$ cat src/rtl/regfile_wb_arbiter.sv
// regfile_wb_arbiter
//   Shares the single write port of a 32-entry register file between two
//   writeback requesters: req0 (ALU) and req1 (load unit).
//   - Round-robin arbitration. When only one requester is valid, it wins.
//     When both are valid, req[rr_ptr] wins and rr_ptr then flips.
//   - The grant in cycle N is registered onto rf_dr/rf_data_in with rf_rw=1 in
//     cycle N+1. A grant to register 0 is accepted but never written.
//   - The rs1/rs2 read addresses pass straight through. BusA/BusB return to the
//     datapath as rd_a/rd_b.
//   - stall_cnt is a saturating count of cycles in which a valid requester
//     was not granted.
//   Optional feature: define REGFILE_BYPASS_EN to forward the write being
//   committed this cycle onto rd_a/rd_b.
// Ports
//   clk, rst                 clock, synchronous active-high reset
//   reqN_valid/dr/data       writeback request from requester N
//   reqN_ready               grant to requester N (combinational)
//   rd_rs1/rd_rs2, rd_a/rd_b datapath read addresses and operands
//   rf_*                     register file write port and read port
//   stall_cnt                saturating stall-cycle counter
module regfile_wb_arbiter #(
    parameter int unsigned DATA_W = 32,
    parameter int unsigned ADDR_W = 5,
    parameter int unsigned CNT_W  = 16
) (
    input  logic              clk,
    input  logic              rst,
    input  logic              req0_valid,
    input  logic [ADDR_W-1:0] req0_dr,
    input  logic [DATA_W-1:0] req0_data,
    output logic              req0_ready,
    input  logic              req1_valid,
    input  logic [ADDR_W-1:0] req1_dr,
    input  logic [DATA_W-1:0] req1_data,
    output logic              req1_ready,
    input  logic [ADDR_W-1:0] rd_rs1,
    input  logic [ADDR_W-1:0] rd_rs2,
    output logic [DATA_W-1:0] rd_a,
    output logic [DATA_W-1:0] rd_b,
    output logic [DATA_W-1:0] rf_data_in,
    output logic [ADDR_W-1:0] rf_dr,
    output logic              rf_rw,
    output logic [ADDR_W-1:0] rf_rs1,
    output logic [ADDR_W-1:0] rf_rs2,
    input  logic [DATA_W-1:0] rf_busa,
    input  logic [DATA_W-1:0] rf_busb,
    output logic [CNT_W-1:0]  stall_cnt
);

    logic              rr_ptr_q, rr_ptr_d;
    logic              rf_rw_q, rf_rw_d;
    logic [ADDR_W-1:0] rf_dr_q, rf_dr_d;
    logic [DATA_W-1:0] rf_data_q, rf_data_d;
    logic [CNT_W-1:0]  stall_q, stall_d;

    logic              gnt0, gnt1;
    logic              stall_now;
    logic [ADDR_W-1:0] sel_dr;
    logic [DATA_W-1:0] sel_data;

    // Grants: a lone valid requester always wins; under contention rr_ptr picks.
    always_comb begin
        gnt0      = !rst && req0_valid && (!req1_valid || !rr_ptr_q);
        gnt1      = !rst && req1_valid && (!req0_valid || rr_ptr_q);
        stall_now = (req0_valid && !gnt0) || (req1_valid && !gnt1);
        sel_dr    = gnt1 ? req1_dr : req0_dr;
        sel_data  = gnt1 ? req1_data : req0_data;
    end

    always_comb begin
        rr_ptr_d  = rr_ptr_q;
        rf_rw_d   = 1'b0;
        rf_dr_d   = rf_dr_q;
        rf_data_d = rf_data_q;
        stall_d   = stall_q;

        // Register 0 is hard-wired: the grant completes but nothing is staged,
        // so rf_dr/rf_data_in keep their previous values.
        if ((gnt0 || gnt1) && (sel_dr != '0)) begin
            rf_rw_d   = 1'b1;
            rf_dr_d   = sel_dr;
            rf_data_d = sel_data;
        end

        // Pointer moves only when a contended grant was made.
        if (gnt0 && req1_valid) begin
            rr_ptr_d = 1'b1;
        end else if (gnt1 && req0_valid) begin
            rr_ptr_d = 1'b0;
        end

        if (stall_now && (stall_q != '1)) begin
            stall_d = stall_q + CNT_W'(1);
        end
    end

    always_ff @(posedge clk) begin
        if (rst) begin
            rr_ptr_q  <= 1'b0;
            rf_rw_q   <= 1'b0;
            rf_dr_q   <= '0;
            rf_data_q <= '0;
            stall_q   <= '0;
        end else begin
            rr_ptr_q  <= rr_ptr_d;
            rf_rw_q   <= rf_rw_d;
            rf_dr_q   <= rf_dr_d;
            rf_data_q <= rf_data_d;
            stall_q   <= stall_d;
        end
    end

    assign req0_ready = gnt0;
    assign req1_ready = gnt1;
    assign rf_rw      = rf_rw_q;
    assign rf_dr      = rf_dr_q;
    assign rf_data_in = rf_data_q;
    assign stall_cnt  = stall_q;
    assign rf_rs1     = rd_rs1;
    assign rf_rs2     = rd_rs2;

`ifdef REGFILE_BYPASS_EN
    // Forward the write committing this cycle; the regfile still shows the old value.
    assign rd_a = (rf_rw_q && (rf_dr_q == rd_rs1) && (rd_rs1 != '0)) ? rf_data_q : rf_busa;
    assign rd_b = (rf_rw_q && (rf_dr_q == rd_rs2) && (rd_rs2 != '0)) ? rf_data_q : rf_busb;
`else
    assign rd_a = rf_busa;
    assign rd_b = rf_busb;
`endif

endmodule

$ cat config.mk
export PLATFORM = sky130hd
export DESIGN_NAME = regfile_wb_arbiter
export DESIGN_NICKNAME = d
export VERILOG_FILES = /design/src/rtl/regfile_wb_arbiter.sv
export SDC_FILE = /design/constraint.sdc
export NUM_CORES = 1
export LEC_CHECK = 0
export CORE_AREA = 2 2 110 112
export DETAILED_ROUTE_END_ITERATION = 7
export DIE_AREA = 0 0 112 114
export PLACE_DENSITY = 0.71
export SYNTH_ARGS = -nofsm -noshare
export SYNTH_HDL_FRONTEND = slang
export SYNTH_SLANG_ARGS = --single-unit
$ cat constraint.sdc
create_clock -name clk -period 2.2 [get_ports clk]
set_input_delay 0.22 -clock clk [delete_from_list [all_inputs] [get_ports clk]]
set_output_delay 0.22 -clock clk [all_outputs]
set_load 0.03 [all_outputs]
==> results.json <==
{
  "fin_tns_setup_ns": 0,
  "hold_ws_ns": 0.3125,
  "finalHoldViolCount": 0,
  "holdCritPathClass": "primary input to register",
  "start_kind": "primary input",
  "async_flop_share_pct": 0,
  "route.vias.total": 2632,
  "grt_pass1_vias": 2668,
  "vdd_drop_max_uv": 331.1,
  "synth-adder-area-share_pct": 0.7100,
  "ys_ff_latch": 55,
  "rsz0062_at_grt": "no",
  "gr-total-overflow": 0,
  "setup_violations": 0,
  "portBuffers": 133,
  "ctsHoldBuffers": 0,
  "start_util_pct": 28.59,
  "grt_pass1_wl_mm": 13.39,
  "fin_ws_ns": 0.1891,
  "end_kind": "output port",
  "synth-compound-area-share_pct": 7.474,
  "synth_top_family_by_area": "multiplexers",
  "cap_violations": 0,
  "worstSkewPairLatency_ns": 0.30,
  "ios": 282,
  "yosysSeqAreaShare_pct": 32.88,
  "syn_nets": 503,
  "r2r_start": "stall_cnt[0]$_SDFFE_PP0P_",
  "grt_max_degree": 39,
  "critPathKind": "primary input to output port",
  "slew_headroom_pct": 39.95,
  "drc": 0,
  "synth_edf_count": 0,
  "period_needed_ns": 2.011,
  "p_leak_nw": 1.890,
  "yosys.area_share.simple_pct": 16.22,
  "wire_per_inst_um": 15.54,
  "synth_xor_area_share_pct": 0.2616,
  "antenna_found_initial": 0,
  "dieArea_um2": 12770,
  "rows": 40,
  "layout_commonest_cell": "clkdlybuf4s50_1",
  "cts.repair.resized": 0,
  "crit_fanout": 38,
  "reg2reg_depth": 5,
  "worstPathArrival_ns": 1.79,
  "reg2reg_slack_ns": 0.34,
  "worst_pin_slew_ns": 0.8947,
  "status": "finished clean",
  "worst_hold_path.num_cells": 2,
  "die_x_um": 112,
  "cts_buffer_depth": 2,
  "ys.flop_type": "dfxtp_1",
  "syn_to_final_growth_pct": 32.29,
  "pre_cts_slack_ns": 0.04572,
  "h-tree-depth": 2,
  "avgSynthCellArea_um2": 9.566,
  "n_antenna_cell": 0,
  "cts.sinks": 55,
  "viasPerCell": 4.768,
  "synth_cell_types": 40,
  "synthCells": 350,
  "drt-pass1-iter-count": 4,
  "finalPower_mw": 2.730,
  "layout_common_cells": "clkdlybuf4s50_1 (130), mux2i_1 (73), dfxtp_1 (55)",
  "routabilityCongestion": 0.7989,
  "powerDensity_nw_per_um2": 616.4,
  "max_freq_mhz": 497.3,
  "dr.first_iter.drc_count": 107,
  "timing.rr.end": "stall_cnt[3]$_SDFFE_PP0P_",
  "yosys_warnings": 0,
  "fp.dieH_um": 114,
  "worstPathRequired_ns": 1.98,
  "cts-buffers-inserted": 5,
  "drive_gt1_share_pct": 7.407,
  "hold_start": "rst",
  "cts_setup_buffers": 0,
  "final_nets": 558,
  "worstSetupStartpoint": "req1_valid",
  "cts_tree": "yes",
  "ant_nets": 0,
  "fp.coreArea_um2": 11710,
  "grt_usage_pct": 13.19,
  "root_buffer": "clkbuf_16",
  "final_max_slew_viol_count": 0,
  "place_hpwl_mm": 6.626,
  "finalClockSkew_ns": 0.005094,
  "clk_pin_slew_ns": 0.07,
  "fillers": 1195,
  "endpoint": "req1_ready",
  "synth_mux_area_share_pct": 21.82,
  "post-route-period-util_pct": 91.41,
  "syn_area_um2": 3348,
  "totalWireLength_mm": 8.578
}
## critical path, stage by stage
cell,delay (ns)
clkdlybuf4s50_1,0.50
nor2b_1,0.20
nand2_2,0.08
buf_4,0.51
inv_2,0.05
buf_4,0.18
## worst min-delay path by stage
| stage | endpoint | slack, ns |
|---|---|---|
| 4_1_cts | rr_ptr_q$_SDFFE_PP0P_ | 0.31 |
| 5_1_grt | rr_ptr_q$_SDFFE_PP0P_ | 0.37 |
| 6_report | rr_ptr_q$_SDFFE_PP0P_ | 0.31 |
| 3_5_place_dp | rd_a[13] | 0.44 |
| 2_1_floorplan | rf_data_in[31]$_SDFFE_PP0P_ | 0.40 |
| 3_3_place_gp | rd_a[13] | 0.44 |
## metrics by stage
stage,utilization [%],instance area (um2),cells
2_1_floorplan,-,3348,350
3_3_place_gp,36.43,4267,545
3_5_place_dp,36.43,4267,545
4_1_cts,37.82,4429,552
5_1_grt,37.82,4429,552
6_report,37.82,4429,552
## synth_stat cells (3+ instances only)
library cell | count | area [um2]
clkbuf_1 | 6 | 22.52
or4_1 | 12 | 90.09
buf_2 | 6 | 30.03
nor2_1 | 3 | 11.26
inv_1 | 6 | 22.52
a21oi_1 | 15 | 75.07
dfxtp_1 | 55 | 1101
nand2b_1 | 36 | 225.2
nand2_1 | 6 | 22.52
o31ai_1 | 11 | 82.58
buf_6 | 4 | 45.04
nand4_1 | 3 | 18.77
nand3_1 | 5 | 25.02
buf_4 | 75 | 563.0
mux2i_1 | 73 | 730.7
## where the power goes
| part | switching (mW) | internal [mW] |
|---|---|---|
| registers | 0.0472 | 1.08 |
| logic | 0.341 | 0.363 |
| clock network | 0.372 | 0.532 |
## kinds of logic (layout without fill, tap and decap cells)
family,Yosys count,after routing
buffers and inverters,99,154
AND/OR/NAND/NOR,83,83
multiplexers,73,73
flip-flops,55,55
AO/OA/AOI/OAI,37,37
adder cells (fa/ha/maj),2,2
XOR/XNOR,1,1
## cell type report
type,instances,area (um2),area share (%)
Multi-Input combinational cell,196,1560,35.23
Timing Repair Buffer,139,1391,31.41
Sequential cell,55,1101,24.86
Tap cell,147,183.9,4.153
Clock buffer,5,125.1,2.825
Clock inverter,2,37.54,0.8475
Inverter,8,30.03,0.6780
## metal layers
layer	global-route usage, %	routed length, um	vias up
li1	-	-	1264
met3	5.154	804	46
met2	22.38	4142	137
met1	14.01	3283	1185
met5	0	0	-
met4	7.642	348	0
## state kept, by name (all words and copies together), names as in the netlist
signal	cells
rf_rw	1
rf_dr	5
stall_cnt	16
rf_data_in	32
rr_ptr_q	1
No activity file was read; power rests on OpenSTA's default activity.
